## src/rtl/regfile_wport_arbiter.sv

```systemverilog
// ============================================================================
// Module  : regfile_wport_arbiter
// Brief   : Round-robin arbiter for the single register-file write port, with
//           a sequenced clear engine that zeroes r1..r31.
// Revision: 1.0
// ============================================================================
`default_nettype none

module regfile_wport_arbiter #(
    parameter int NREQ  = 3,
    parameter int PTR_W = 2
) (
    input  logic                 clk,
    input  logic                 clrn,
    input  logic [NREQ-1:0]      req_valid,
    input  logic [5*NREQ-1:0]    req_wn,
    input  logic [32*NREQ-1:0]   req_d,
    output logic [NREQ-1:0]      req_ready,
    input  logic                 clr_start,
    output logic                 clr_busy,
    output logic                 clr_done,
    output logic                 rf_we,
    output logic [4:0]           rf_wn,
    output logic [31:0]          rf_d
);

    typedef enum logic [0:0] {
        S_IDLE  = 1'b0,
        S_CLEAR = 1'b1
    } state_t;

    localparam logic [PTR_W:0] C_NREQ  = (PTR_W+1)'(NREQ);
    localparam logic [4:0]     C_FIRST = 5'd1;
    localparam logic [4:0]     C_LAST  = 5'd31;

    state_t               r_state, w_state_nxt;
    logic [PTR_W-1:0]     r_ptr, w_ptr_nxt;
    logic [4:0]           r_cnt, w_cnt_nxt;
    logic                 r_clr_done, w_clr_done_nxt;

    logic [2*NREQ-1:0]    w_dbl;
    logic [NREQ-1:0]      w_rot;
    logic                 w_found;
    logic [PTR_W-1:0]     w_off;
    logic [PTR_W:0]       w_sum;
    logic [PTR_W:0]       w_gidx;
    logic [PTR_W:0]       w_pinc;
    logic [PTR_W-1:0]     w_ptr_adv;
    logic [NREQ-1:0]      w_grant;
    logic [4:0]           w_sel_wn;
    logic [31:0]          w_sel_d;

    // Rotate so bit 0 is the requester at ptr; the first set bit is the winner.
    assign w_dbl = {req_valid, req_valid};
    assign w_rot = NREQ'(w_dbl >> r_ptr);

    always_comb begin
        w_found = 1'b0;
        w_off   = '0;
        for (int k = NREQ - 1; k >= 0; k--) begin
            if (w_rot[k]) begin
                w_found = 1'b1;
                w_off   = PTR_W'(k);
            end
        end
    end

    assign w_sum     = {1'b0, r_ptr} + {1'b0, w_off};
    assign w_gidx    = (w_sum >= C_NREQ) ? (w_sum - C_NREQ) : w_sum;
    assign w_pinc    = w_gidx + 1'b1;
    assign w_ptr_adv = (w_pinc == C_NREQ) ? '0 : w_pinc[PTR_W-1:0];

    always_comb begin
        w_grant  = '0;
        w_sel_wn = '0;
        w_sel_d  = '0;
        for (int j = 0; j < NREQ; j++) begin
            w_grant[j] = w_found && (w_gidx == (PTR_W+1)'(j));
            w_sel_wn   = w_sel_wn | ({5{w_grant[j]}}  & req_wn[5*j +: 5]);
            w_sel_d    = w_sel_d  | ({32{w_grant[j]}} & req_d[32*j +: 32]);
        end
    end

    always_comb begin
        w_state_nxt    = r_state;
        w_ptr_nxt      = r_ptr;
        w_cnt_nxt      = r_cnt;
        w_clr_done_nxt = 1'b0;
        req_ready      = '0;
        clr_busy       = 1'b0;
        rf_we          = 1'b0;
        rf_wn          = '0;
        rf_d           = '0;
        // Outputs are forced low for the whole time reset is applied.
        if (!clrn) begin
            unique case (r_state)
                S_IDLE: begin
                    if (clr_start) begin
                        w_state_nxt = S_CLEAR;
                        w_cnt_nxt   = C_FIRST;
                    end else if (w_found) begin
                        req_ready = w_grant;
                        rf_wn     = w_sel_wn;
                        rf_d      = w_sel_d;
                        rf_we     = (w_sel_wn != 5'd0);
                        w_ptr_nxt = w_ptr_adv;
                    end
                end
                S_CLEAR: begin
                    clr_busy = 1'b1;
                    rf_we    = 1'b1;
                    rf_wn    = r_cnt;
                    if (r_cnt == C_LAST) begin
                        w_state_nxt    = S_IDLE;
                        w_cnt_nxt      = C_FIRST;
                        w_clr_done_nxt = 1'b1;
                    end else begin
                        w_cnt_nxt = r_cnt + 5'd1;
                    end
                end
                default: w_state_nxt = S_IDLE;
            endcase
        end
    end

    always_ff @(posedge clk or posedge clrn) begin
        if (clrn) begin
            r_state    <= S_IDLE;
            r_ptr      <= '0;
            r_cnt      <= C_FIRST;
            r_clr_done <= 1'b0;
        end else begin
            r_state    <= w_state_nxt;
            r_ptr      <= w_ptr_nxt;
            r_cnt      <= w_cnt_nxt;
            r_clr_done <= w_clr_done_nxt;
        end
    end

    assign clr_done = r_clr_done;

endmodule

`default_nettype wire

```

## config.mk

```make
export PLATFORM = sky130hd
export DESIGN_NAME = regfile_wport_arbiter
export DESIGN_NICKNAME = d
export VERILOG_FILES = /design/src/rtl/regfile_wport_arbiter.sv
export SDC_FILE = /design/constraint.sdc
export NUM_CORES = 1
export LEC_CHECK = 0
export CORE_ASPECT_RATIO = 0.7
export CORE_MARGIN = 3
export CORE_UTILIZATION = 27
export DETAILED_ROUTE_END_ITERATION = 10
export PLACE_DENSITY = 0.88
export SETUP_SLACK_MARGIN = 0.15
export SLEW_MARGIN = 20
export SYNTH_ARGS = -nofsm -noshare
export SYNTH_HDL_FRONTEND = slang
export SYNTH_SLANG_ARGS = --single-unit
```

## constraint.sdc

```tcl
create_clock -name clk -period 3.53 [get_ports clk]
set_input_delay 0.5295 -clock clk [delete_from_list [all_inputs] [get_ports clk]]
set_output_delay 0.5295 -clock clk [all_outputs]
set_load 0.01 [all_outputs]
```

==> results of run 1 <==
## per-stage QoR
stage                     setup TNS (ns)  utilization [%]  total power, mW  instances  area, um^2
after floorplan                    -6.86                -             2.31        242        1760
final                             -20.25             75.1             5.45        517        4090
after CTS                         -21.55             72.8             5.00        511        3970
after global placement            -45.79             66.6             3.27        484        3630
after detailed placement          -51.68             66.6             3.38        484        3630
after global routing              -26.27             75.1             5.78        517        4090
## power groups by stage
stage                     registers [mW]  logic, mW  clock network, mW
final                              0.205       5.13              0.122
after CTS                          0.196       4.68              0.125
after floorplan                    0.189       2.12                  0
after detailed placement           0.200       3.18                  0
after global placement             0.196       3.08                  0
after global routing               0.212       5.44              0.128
## state kept, by name, summed over array words and instances, names as in the netlist
register / count
r_state: 1
r_cnt: 5
clr_done: 1
r_ptr: 2
## routing by layer
metal  vias up  GRT usage [%]  routed length, um
met5         -              0                  0
met2       129           47.9               4860
met1      1305           28.9               3770
met4         0           5.84                121
li1       1314              -                  -
met3        12           4.99                545
## cells by family after synthesis
group / synth area share (%)
flops: 14.3
compound gates: 42.2
buf+inv: 7.56
mux: 4.73
fa+ha+maj: 5.20
simple gates: 26.0
## Yosys cell counts, drive strengths merged, types with 2 or more instances
| cell | instances | share of area, % |
|---|---|---|
| nand2b | 2 | 0.79 |
| nand4b | 3 | 1.7 |
| nor2b | 2 | 0.79 |
| nand3 | 4 | 1.3 |
| nand3b | 3 | 1.4 |
| buf | 10 | 3.3 |
| o211ai | 3 | 1.4 |
| inv | 9 | 2.1 |
| a21oi | 40 | 13 |
| a22oi | 36 | 17 |
| o21ai | 14 | 4.4 |
| ha | 5 | 3.9 |
| nor3 | 4 | 2.3 |
| a32oi | 2 | 1.1 |
| nand2 | 45 | 11 |
| nand4 | 3 | 1.2 |
| a22o | 2 | 1.1 |
| and3 | 2 | 0.79 |
| nor2 | 16 | 4.4 |
| mux2i | 6 | 4.0 |
| dfrtp | 8 | 13 |
| clkbuf | 9 | 2.1 |
## layout make-up
class	instances	area [um^2]	share of cell area [%]
clock buffer	4	45.0	1.10
inverter	9	33.8	0.825
tap	72	90.1	2.20
sequential	9	228	5.56
timing repair buffer	218	2010	49.2
multi-input combinational	205	1680	41.1
## repair_timing
item                       in CTS  in global routing
setup endpoints to repair      42                 42
pin swaps                      50                 22
cloned                          4                  2
resized for setup             233                 18
buffers inserted               19                  4
## worst min-delay path, cell delays in order (launching register included)
cell and delay, ns:
dfstp_2 0.38, inv_1 0.05, a21oi_1 0.06
## how the worst max path moves through the flow
stage               cells past startpoint        to
floorplan                              17     rf_we
global placement                       18   rf_d[2]
detailed placement                     18     rf_we
CTS                                    20     rf_we
global route                           20  rf_wn[1]
finish                                 18     rf_we
==> impl_metrics.env, run 1 <==
export IMPL_maxCapViolCount=0
export IMPL_cp_slowest_stage_delay_ns=0.55
export IMPL_critPathLaunchType="register"
export IMPL_grt_overflow_total=0
export IMPL_die_area_mm2=0.00685
export IMPL_path_class="reg2out"
export IMPL_pwr_share_seq_pct=3.8
export IMPL_min_to="r_cnt[0]$_DFFE_PP1P_"
export IMPL_io_buffers=159
export IMPL_avgSynthCellArea_um2=6.56
export IMPL_critical_path_top_delay_family="adder cells"
export IMPL_first_pass_iters=4
export IMPL_wl_per_cell_um=18.0
export IMPL_path_buf_inv=6
export IMPL_layout_commonest_cell="clkdlybuf4s50_1"
export IMPL_finalWorstPathRequiredPeriod_ns=4.11
export IMPL_ys_seq_area_share_pct=14.3
export IMPL_first_global_vias=2889
export IMPL_post_place_ws_ns=-1.34
export IMPL_rr_startpoint="r_ptr[0]$_DFFE_PP0P_"
export IMPL_p_switching_mw=2.58
export IMPL_final_antenna_net_count=0
export IMPL_powerDensity_mw_per_mm2=1330
export IMPL_clk_latency_ns=0.24
export IMPL_cts_buffers=3
export IMPL_clock_sinks=9
export IMPL_rsz0062_at_grt="yes"
export IMPL_first_iter_violations=66
export IMPL_drive_gt1_share_pct=47.0
export IMPL_final_hold_viol_count=0
export IMPL_reg2regPathDepth=15
export IMPL_worst_hold_slack_ns=0.489
export IMPL_max_freq_ghz=0.243
export IMPL_p_sw_share_pct=47.4
export IMPL_path_cells="inv_2, nand2_2, o21ai_0, a32oi_1, o22a_1, fa_1, inv_2, ha_4, ha_4, inv_1, a21boi_4, nor3_4, buf_4, buf_6, a22oi_2, and3_4, a41oi_2, buf_2"
export IMPL_grt_pass1_wl_um=14300
export IMPL_critPathMaxFanout=4
export IMPL_synthFlopType="dfrtp_1"
export IMPL_async_flop_share_pct=100
export IMPL_grt_usage_pct=25.2
export IMPL_worst_pin_slew_ns=0.570
export IMPL_cp_slowest_cell="fa_1"
export IMPL_gp_congestion=0.856
export IMPL_hold_class="reg2reg"
export IMPL_mostFrequentLayoutCells="clkdlybuf4s50_1, nand2_1, buf_2"
export IMPL_power_internal_mw=2.87
export IMPL_p_comb_share_pct=94.0
export IMPL_drc=0
export IMPL_p_leak_nw=1.61
export IMPL_r2r_end="r_ptr[0]$_DFFE_PP0P_"
export IMPL_syn_area_mm2=0.00159
export IMPL_cts_tree="done"
export IMPL_ys_types=41
export IMPL_worstHoldStart="r_cnt[0]$_DFFE_PP1P_"
export IMPL_clock_power_share_pct=2.2
export IMPL_cts_hold_buffers=0
export IMPL_crit_path_start="r_ptr[0]$_DFFE_PP0P_"
export IMPL_syn_to_final_growth_pct=158
export IMPL_grt_start_max_net_pins=33
export IMPL_drt_wl_total_um=9300
export IMPL_status="complete, but fails checks"
export IMPL_vias=2760
export IMPL_rows=22
export IMPL_io_pins=160
export IMPL_coreArea_mm2=0.00545
export IMPL_final_setup_viol_count=41
export IMPL_ys_ff_latch=9
export IMPL_fin_nets=569
export IMPL_ys_warn_count=0
export IMPL_critPathCaptureType="primary output"
export IMPL_fill_cells=426
export IMPL_relSlewSlack_pct=61.6
export IMPL_worstPathRequired_ns=3.00
export IMPL_hold_depth=2
export IMPL_cts_htree_levels=1
export IMPL_dp_hpwl_um=6340
export IMPL_die_width_um=97.7
export IMPL_drv_slew=0
export IMPL_finalWorstSetupSlack_ns=-0.583
export IMPL_path_clk_slew_ns=0.05
export IMPL_vdd_drop_max_v=0.000960
export IMPL_violations="setup timing"
export IMPL_start_util_pct=29.1
export IMPL_finClkSkew_ns=0.00227
export IMPL_syn_inst=242
export IMPL_via_per_inst=5.34
export IMPL_antenna_cells=0
export IMPL_crit_arrival_ns=3.58
export IMPL_dieHeight_um=70.2
export IMPL_antenna_found_initial=0
export IMPL_clockBufferDepth=2
export IMPL_rrSetupSlack_ns=0.37
export IMPL_cts_root_buf="clkbuf_8"
export IMPL_finalCritPeriodShare_pct=117
export IMPL_syn_num_nets=365
export IMPL_synth_edff_count=0
Note: power is estimated with default switching activity, not from simulation.
==> run 2: changes to the inputs <==
ABC_AREA = 1   (was unset)
CORE_UTILIZATION = 29   (was 27)
PLACE_DENSITY = 0.89   (was 0.88)
==> run 2 against run 1 <==
- the run still ends with setup timing left
- count of clock-buffer cells in the layout did not move
- wire length up 28%
- via count is 20% higher
- non-clock buffer count unchanged
- hold slack gained 0.098 ns
- critical endpoint is now rf_d[13]
- highest routed layer unchanged
==> impl_metrics.env, run 2 <==
export IMPL_status="complete, but fails checks"
export IMPL_violations="setup timing"
export IMPL_grt_pass1_wl_um=15300
export IMPL_first_iter_violations=219
export IMPL_ys_seq_area_share_pct=12.5
export IMPL_antenna_cells=0
export IMPL_synth_most_common_cell="nand2_1"
export IMPL_synthFlopType="dfrtp_1"
export IMPL_vias=3319
export IMPL_rr_startpoint="r_ptr[0]$_DFFE_PP0P_"
export IMPL_finalWorstSetupSlack_ns=-0.878
export IMPL_synth_compound_area_share_pct=10.3
export IMPL_dp_hpwl_um=6930
export IMPL_largest_registers="r_cnt (5), r_ptr (2)"
export IMPL_clockBufferDepth=2
export IMPL_die_width_um=100
export IMPL_drc=0
export IMPL_synthSimpleGateAreaFrac_pct=53.9
export IMPL_finalCritPeriodShare_pct=125
export IMPL_maxCapViolCount=0
export IMPL_async_flop_share_pct=100
export IMPL_mostFrequentLayoutCells="clkdlybuf4s50_1, nand2_1, nand2_2"
export IMPL_syn_inst=339
export IMPL_finalWorstPathRequiredPeriod_ns=4.41
export IMPL_crit_path_start="req_valid[1]"
export IMPL_critPathMaxFanout=7
export IMPL_worstPathRequired_ns=3.00
export IMPL_clk_latency_ns=0.23
export IMPL_fin_area_mm2=0.00477
export IMPL_cts_htree_levels=1
export IMPL_syn_area_mm2=0.00181
export IMPL_fill_cells=352
export IMPL_antenna_found_initial=0
export IMPL_muxShareOfSynthArea_pct=0
export IMPL_synth_top_family_by_area="simple AND/OR/NAND/NOR gates"
export IMPL_path_class="in2out"
export IMPL_fin_nets=672
export IMPL_syn_to_final_growth_pct=164
export IMPL_final_setup_viol_count=41
export IMPL_gp_congestion=0.872
export IMPL_final_antenna_net_count=0
export IMPL_path_clk_slew_ns=0.04
export IMPL_synth_top_area_share_pct=32.6
export IMPL_critPathLaunchType="primary input"
export IMPL_cts_hold_buffers=0
export IMPL_final_hold_viol_count=0
export IMPL_start_util_pct=30.8
export IMPL_layout_commonest_cell="clkdlybuf4s50_1"
export IMPL_ys_ff_latch=9
export IMPL_via_per_inst=5.33
export IMPL_synth_edff_count=0
export IMPL_postPlaceCellArea_mm2=0.00380
export IMPL_drv_slew=0
export IMPL_synth_xor_area_share_pct=0.970
export IMPL_critPathCaptureType="primary output"
export IMPL_largest_reg_flops=5
export IMPL_die_area_mm2=0.00722
export IMPL_drt_wl_total_um=11900
export IMPL_yosysTopAreaCell="nand2_1"
export IMPL_syn_num_nets=462
export IMPL_ys_warn_count=0
export IMPL_clock_sinks=9
export IMPL_grt_usage_pct=26.1
export IMPL_io_pins=160
export IMPL_synth_top_cells_by_area="nand2_1, dfrtp_1, inv_1"
export IMPL_cts_root_buf="clkbuf_8"
export IMPL_relSlewSlack_pct=71.0
export IMPL_first_pass_iters=5
export IMPL_worst_pin_slew_ns=0.435
export IMPL_max_freq_ghz=0.227
export IMPL_rows=23
export IMPL_ys_types=30
export IMPL_rsz0062_at_grt="yes"
export IMPL_largest_register="r_cnt"
export IMPL_io_buffers=159
export IMPL_drive_gt1_share_pct=51.3
export IMPL_avgSynthCellArea_um2=5.33
export IMPL_synthAdderAreaFrac_pct=4.57
export IMPL_first_global_vias=3146
export IMPL_finalSetupTns_ns=-30.56
export IMPL_crit_arrival_ns=3.88
export IMPL_grt_start_max_net_pins=24
export IMPL_grt_overflow_total=0
export IMPL_cts_buffers=3
export IMPL_hold_class="reg2reg"
export IMPL_dieHeight_um=72.0
export IMPL_worstHoldStart="r_cnt[0]$_DFFE_PP1P_"
export IMPL_cts_tree="done"
export IMPL_wl_per_cell_um=19.1
export IMPL_coreArea_mm2=0.00587
export IMPL_finClkSkew_ns=0.00142
export IMPL_post_place_ws_ns=-1.49
export IMPL_synthTopCellsByCount="nand2_1, inv_1, nand3_1, nand4_1, o21ai_0"
## run 2: cell types whose count changed after synthesis, moves of 7 or more
cell,previous run,this run
a21oi_1,40,1
a22oi_1,36,9
clkbuf_1,9,0
inv_1,9,53
nand2_1,45,157
nand3_1,4,33
nand4_1,3,10
## run 2: cell type report
class | instances | area, um^2 | area share [%]
Timing Repair Buffer | 218 | 2320 | 48.7
Multi-Input combinational cell | 259 | 1830 | 38.5
Inverter | 58 | 244 | 5.12
Sequential cell | 9 | 228 | 4.78
Tap cell | 75 | 93.8 | 1.97
Clock buffer | 4 | 45.0 | 0.945
## run 2: worst paths after layout
check	depth (start not counted)	end	slack, ns
max in group asynchronous	3	r_cnt[0]$_DFFE_PP1P_	2.59
worst min-delay path	2	r_cnt[0]$_DFFE_PP1P_	0.59
worst min register to register	2	r_cnt[0]$_DFFE_PP1P_	0.59
min in group asynchronous	3	r_cnt[3]$_DFFE_PP0P_	0.73
worst max-delay path	27	rf_d[13]	-0.88
worst max register to register	22	r_ptr[0]$_DFFE_PP0P_	0.11
## run 2: critical path, cell delays in order
cell,delay (ns)
buf_2,0.12
buf_12,0.13
inv_16,0.05
nand2_4,0.04
o21ai_4,0.07
nand2_1,0.09
a22oi_2,0.13
ha_2,0.19
inv_2,0.04
fa_2,0.55
inv_2,0.06
ha_4,0.16
ha_4,0.17
inv_2,0.06
nand4_1,0.19
nand2_4,0.17
buf_6,0.11
nand3_4,0.07
nor2_4,0.13
buf_12,0.14
buf_4,0.13
clkbuf_16,0.14
nand2_1,0.06
nand3_1,0.08
nand2_1,0.08
inv_2,0.07
buf_6,0.10
## run 2: cell families after synthesis
group	Yosys count
buffers and inverters	71
AND/OR/NAND/NOR	222
XOR/XNOR	2
adder cells (fa/ha/maj)	6
AO/OA/AOI/OAI	29
flip-flops	9
## run 2: per-layer routing
| metal | GRT usage, % | vias to the layer above | share of wire, % |
|---|---|---|---|
| met4 | 6.58 | 0 | 4.9 |
| li1 | - | 1478 | - |
| met3 | 3.27 | 65 | 7.5 |
| met2 | 51.5 | 206 | 52 |
| met5 | 0 | - | 0 |
| met1 | 29.7 | 1570 | 36 |
## run 2: through the flow
| step | utilization, % | cells | hold slack [ns] |
|---|---|---|---|
| floorplan | - | 339 | 0.365 |
| global placement | 64.7 | 587 | 0.557 |
| detailed placement | 64.7 | 587 | 0.573 |
| CTS | 74.8 | 612 | 0.584 |
| global route | 81.2 | 623 | 0.612 |
| finish | 81.2 | 623 | 0.587 |
## run 2: repair_timing
| action | in CTS | in global routing |
|---|---|---|
| setup buffers | 17 | 9 |
| pin swaps | 21 | 12 |
| resized for setup | 275 | 72 |
| cloned | 4 | 2 |
| setup endpoints to repair | 43 | 43 |
Power of run 2 is left out: the tool's default activity adds up to more than one toggle a clock period on the data nets, which glitch-free logic cannot reach.
==> run 3: changes to the inputs <==
GPL_TIMING_DRIVEN = 0   (was unset)
SLEW_MARGIN = 15   (was 20)
==> run 3 against run 2 <==
- the run still ends with setup timing left
- core utilization down 0.45 points
- clock skew up 0.0050 ns
- worst setup slack worse by 0.074 ns
- sequential share of layout area about the same
- first-iteration DRC count up 21%
- critical path depth down 3
- non-clock buffer count up 8
==> impl_metrics.env, run 3 (synthesis gave the netlist of run 2 again) <==
export IMPL_drv_slew=0
export IMPL_relSlewSlack_pct=72.5
export IMPL_io_pins=160
export IMPL_finalNonFillerCells=631
export IMPL_fin_nets=680
export IMPL_critPathMaxFanout=6
export IMPL_crit_cells=24
export IMPL_worst_pin_slew_ns=0.412
export IMPL_layout_commonest_cell="clkdlybuf4s50_1"
export IMPL_antenna_found_initial=0
export IMPL_clockBufferDepth=2
export IMPL_drive_gt1_share_pct=51.3
export IMPL_rows=23
export IMPL_finalCritPeriodShare_pct=127
export IMPL_final_antenna_net_count=0
export IMPL_final_hold_viol_count=0
export IMPL_largest_register="r_cnt"
export IMPL_path_buf_inv=9
export IMPL_violations="setup timing"
export IMPL_start_util_pct=30.8
export IMPL_cts_root_buf="clkbuf_8"
export IMPL_cts_tree="done"
export IMPL_finalWorstPathRequiredPeriod_ns=4.48
export IMPL_gp_congestion=0.863
export IMPL_status="complete, but fails checks"
export IMPL_syn_to_final_growth_pct=163
export IMPL_place_inst=573
export IMPL_clock_sinks=9
export IMPL_crit_top_cell="buf_6"
export IMPL_max_freq_ghz=0.223
export IMPL_critPathCaptureType="primary output"
export IMPL_finalWorstSetupSlack_ns=-0.951
export IMPL_die_area_mm2=0.00722
export IMPL_critPathLaunchType="register"
export IMPL_fill_cells=318
export IMPL_path_cells="nand2_4, o21ai_4, buf_6, a22oi_2, ha_2, inv_2, fa_2, inv_2, ha_4, ha_4, inv_2, nand4_1, nand2_4, nor2_4, nand2_2, nor2_4, buf_6, buf_6, buf_6, a22oi_2, nand2_1, nand2_1, inv_2, buf_6"
export IMPL_largest_reg_flops=5
export IMPL_cp_slowest_stage_delay_ns=0.56
export IMPL_io_buffers=159
export IMPL_largest_registers="r_cnt (5), r_ptr (2)"
export IMPL_path_clk_slew_ns=0.05
export IMPL_grt_usage_pct=26.8
export IMPL_die_width_um=100
export IMPL_post_place_ws_ns=-1.68
export IMPL_cts_htree_levels=1
export IMPL_antenna_cells=0
export IMPL_drc=0
export IMPL_finClkSkew_ns=0.00641
export IMPL_hold_class="reg2reg"
export IMPL_multi_input_area_mm2=0.00180
export IMPL_mostFrequentLayoutCells="clkdlybuf4s50_1, nand2_1, buf_6"
export IMPL_vias=3300
export IMPL_maxCapViolCount=0
export IMPL_dieHeight_um=72.0
export IMPL_coreArea_mm2=0.00587
export IMPL_wl_per_cell_um=19.3
export IMPL_hold_depth=2
export IMPL_worstPathRequired_ns=3.00
export IMPL_critical_path_top_delay_family="adder cells"
export IMPL_fin_util_pct=80.7
export IMPL_clk_latency_ns=0.23
export IMPL_first_iter_violations=266
export IMPL_crit_arrival_ns=3.95
export IMPL_via_per_inst=5.23
export IMPL_grt_pass1_wl_um=15500
export IMPL_final_setup_viol_count=41
export IMPL_reg2regPathDepth=19
export IMPL_drt_wl_total_um=12200
export IMPL_cts_buffers=3
export IMPL_regArea_um2=228
export IMPL_dp_hpwl_um=6730
export IMPL_grt_start_max_net_pins=11
export IMPL_first_pass_iters=5
export IMPL_path_class="reg2out"
export IMPL_first_global_vias=3183
export IMPL_cp_slowest_cell="fa_2"
export IMPL_rsz0062_at_grt="yes"
export IMPL_grt_overflow_total=0
[run 3: changes by cell type in the layout (fill, tap and decap cells not counted), sizes merged]
cell / previous run / this run
buf: 96 / 108
bufbuf: 1 / 0
clkdlybuf4s15: 3 / 2
clkbuf: 7 / 5
[run 3: routing by layer]
metal  global-route usage (%)  share of wire, %
met2                     52.1                51
met4                     9.27               4.6
met5                        0                 0
met1                     29.3                35
met3                     4.42               9.0
[run 3: area by class of cell]
cell class | count | area share, %
Tap cell | 75 | 1.98
Clock buffer | 4 | 0.950
Sequential cell | 9 | 4.80
Buffer | 13 | 3.04
Inverter | 58 | 5.15
Multi-Input combinational cell | 259 | 38.0
Timing Repair Buffer | 213 | 46.1
[run 3: repair_timing]
action                                  CTS  global route
endpoints found under the setup margin   43            41
hold buffers                              0             0
setup buffers                            32            15
pin swaps                                24            37
endpoints found under the hold margin     0             0
gates resized for setup                 289            84
cloned                                    6             1
[run 3: metrics by stage]
stage / hold WS (ns) / TNS, ns / instance area (um^2)
4_1_cts: 0.594 / -23.12 / 4300
5_1_grt: 0.631 / -34.40 / 4740
3_5_place_dp: 0.583 / -65.21 / 3670
3_3_place_gp: 0.561 / -59.73 / 3670
6_report: 0.593 / -29.33 / 4740
2_1_floorplan: 0.365 / -2.40 / 1980
[run 3: worst min-delay path, delay by kind of cell (launching register included)]
kind	cells	cell delay (ns)
xor+xnor	1	0.07
compound gates	1	0.11
flops	1	0.36
[run 3: worst paths after layout]
kind | startpoint | endpoint | slack, ns
setup / recovery | r_ptr[0]$_DFFE_PP0P_ | rf_d[24] | -0.95
hold / removal | r_cnt[3]$_DFFE_PP0P_ | r_cnt[3]$_DFFE_PP0P_ | 0.59
setup reg to reg | r_ptr[0]$_DFFE_PP0P_ | r_ptr[0]$_DFFE_PP0P_ | 0.24
hold reg to reg | r_cnt[3]$_DFFE_PP0P_ | r_cnt[3]$_DFFE_PP0P_ | 0.59
max in group asynchronous | clrn | r_cnt[0]$_DFFE_PP1P_ | 2.54
min in group asynchronous | clrn | r_state$_DFFE_PP0N_ | 0.69
Power of run 3 is left out for the same reason.
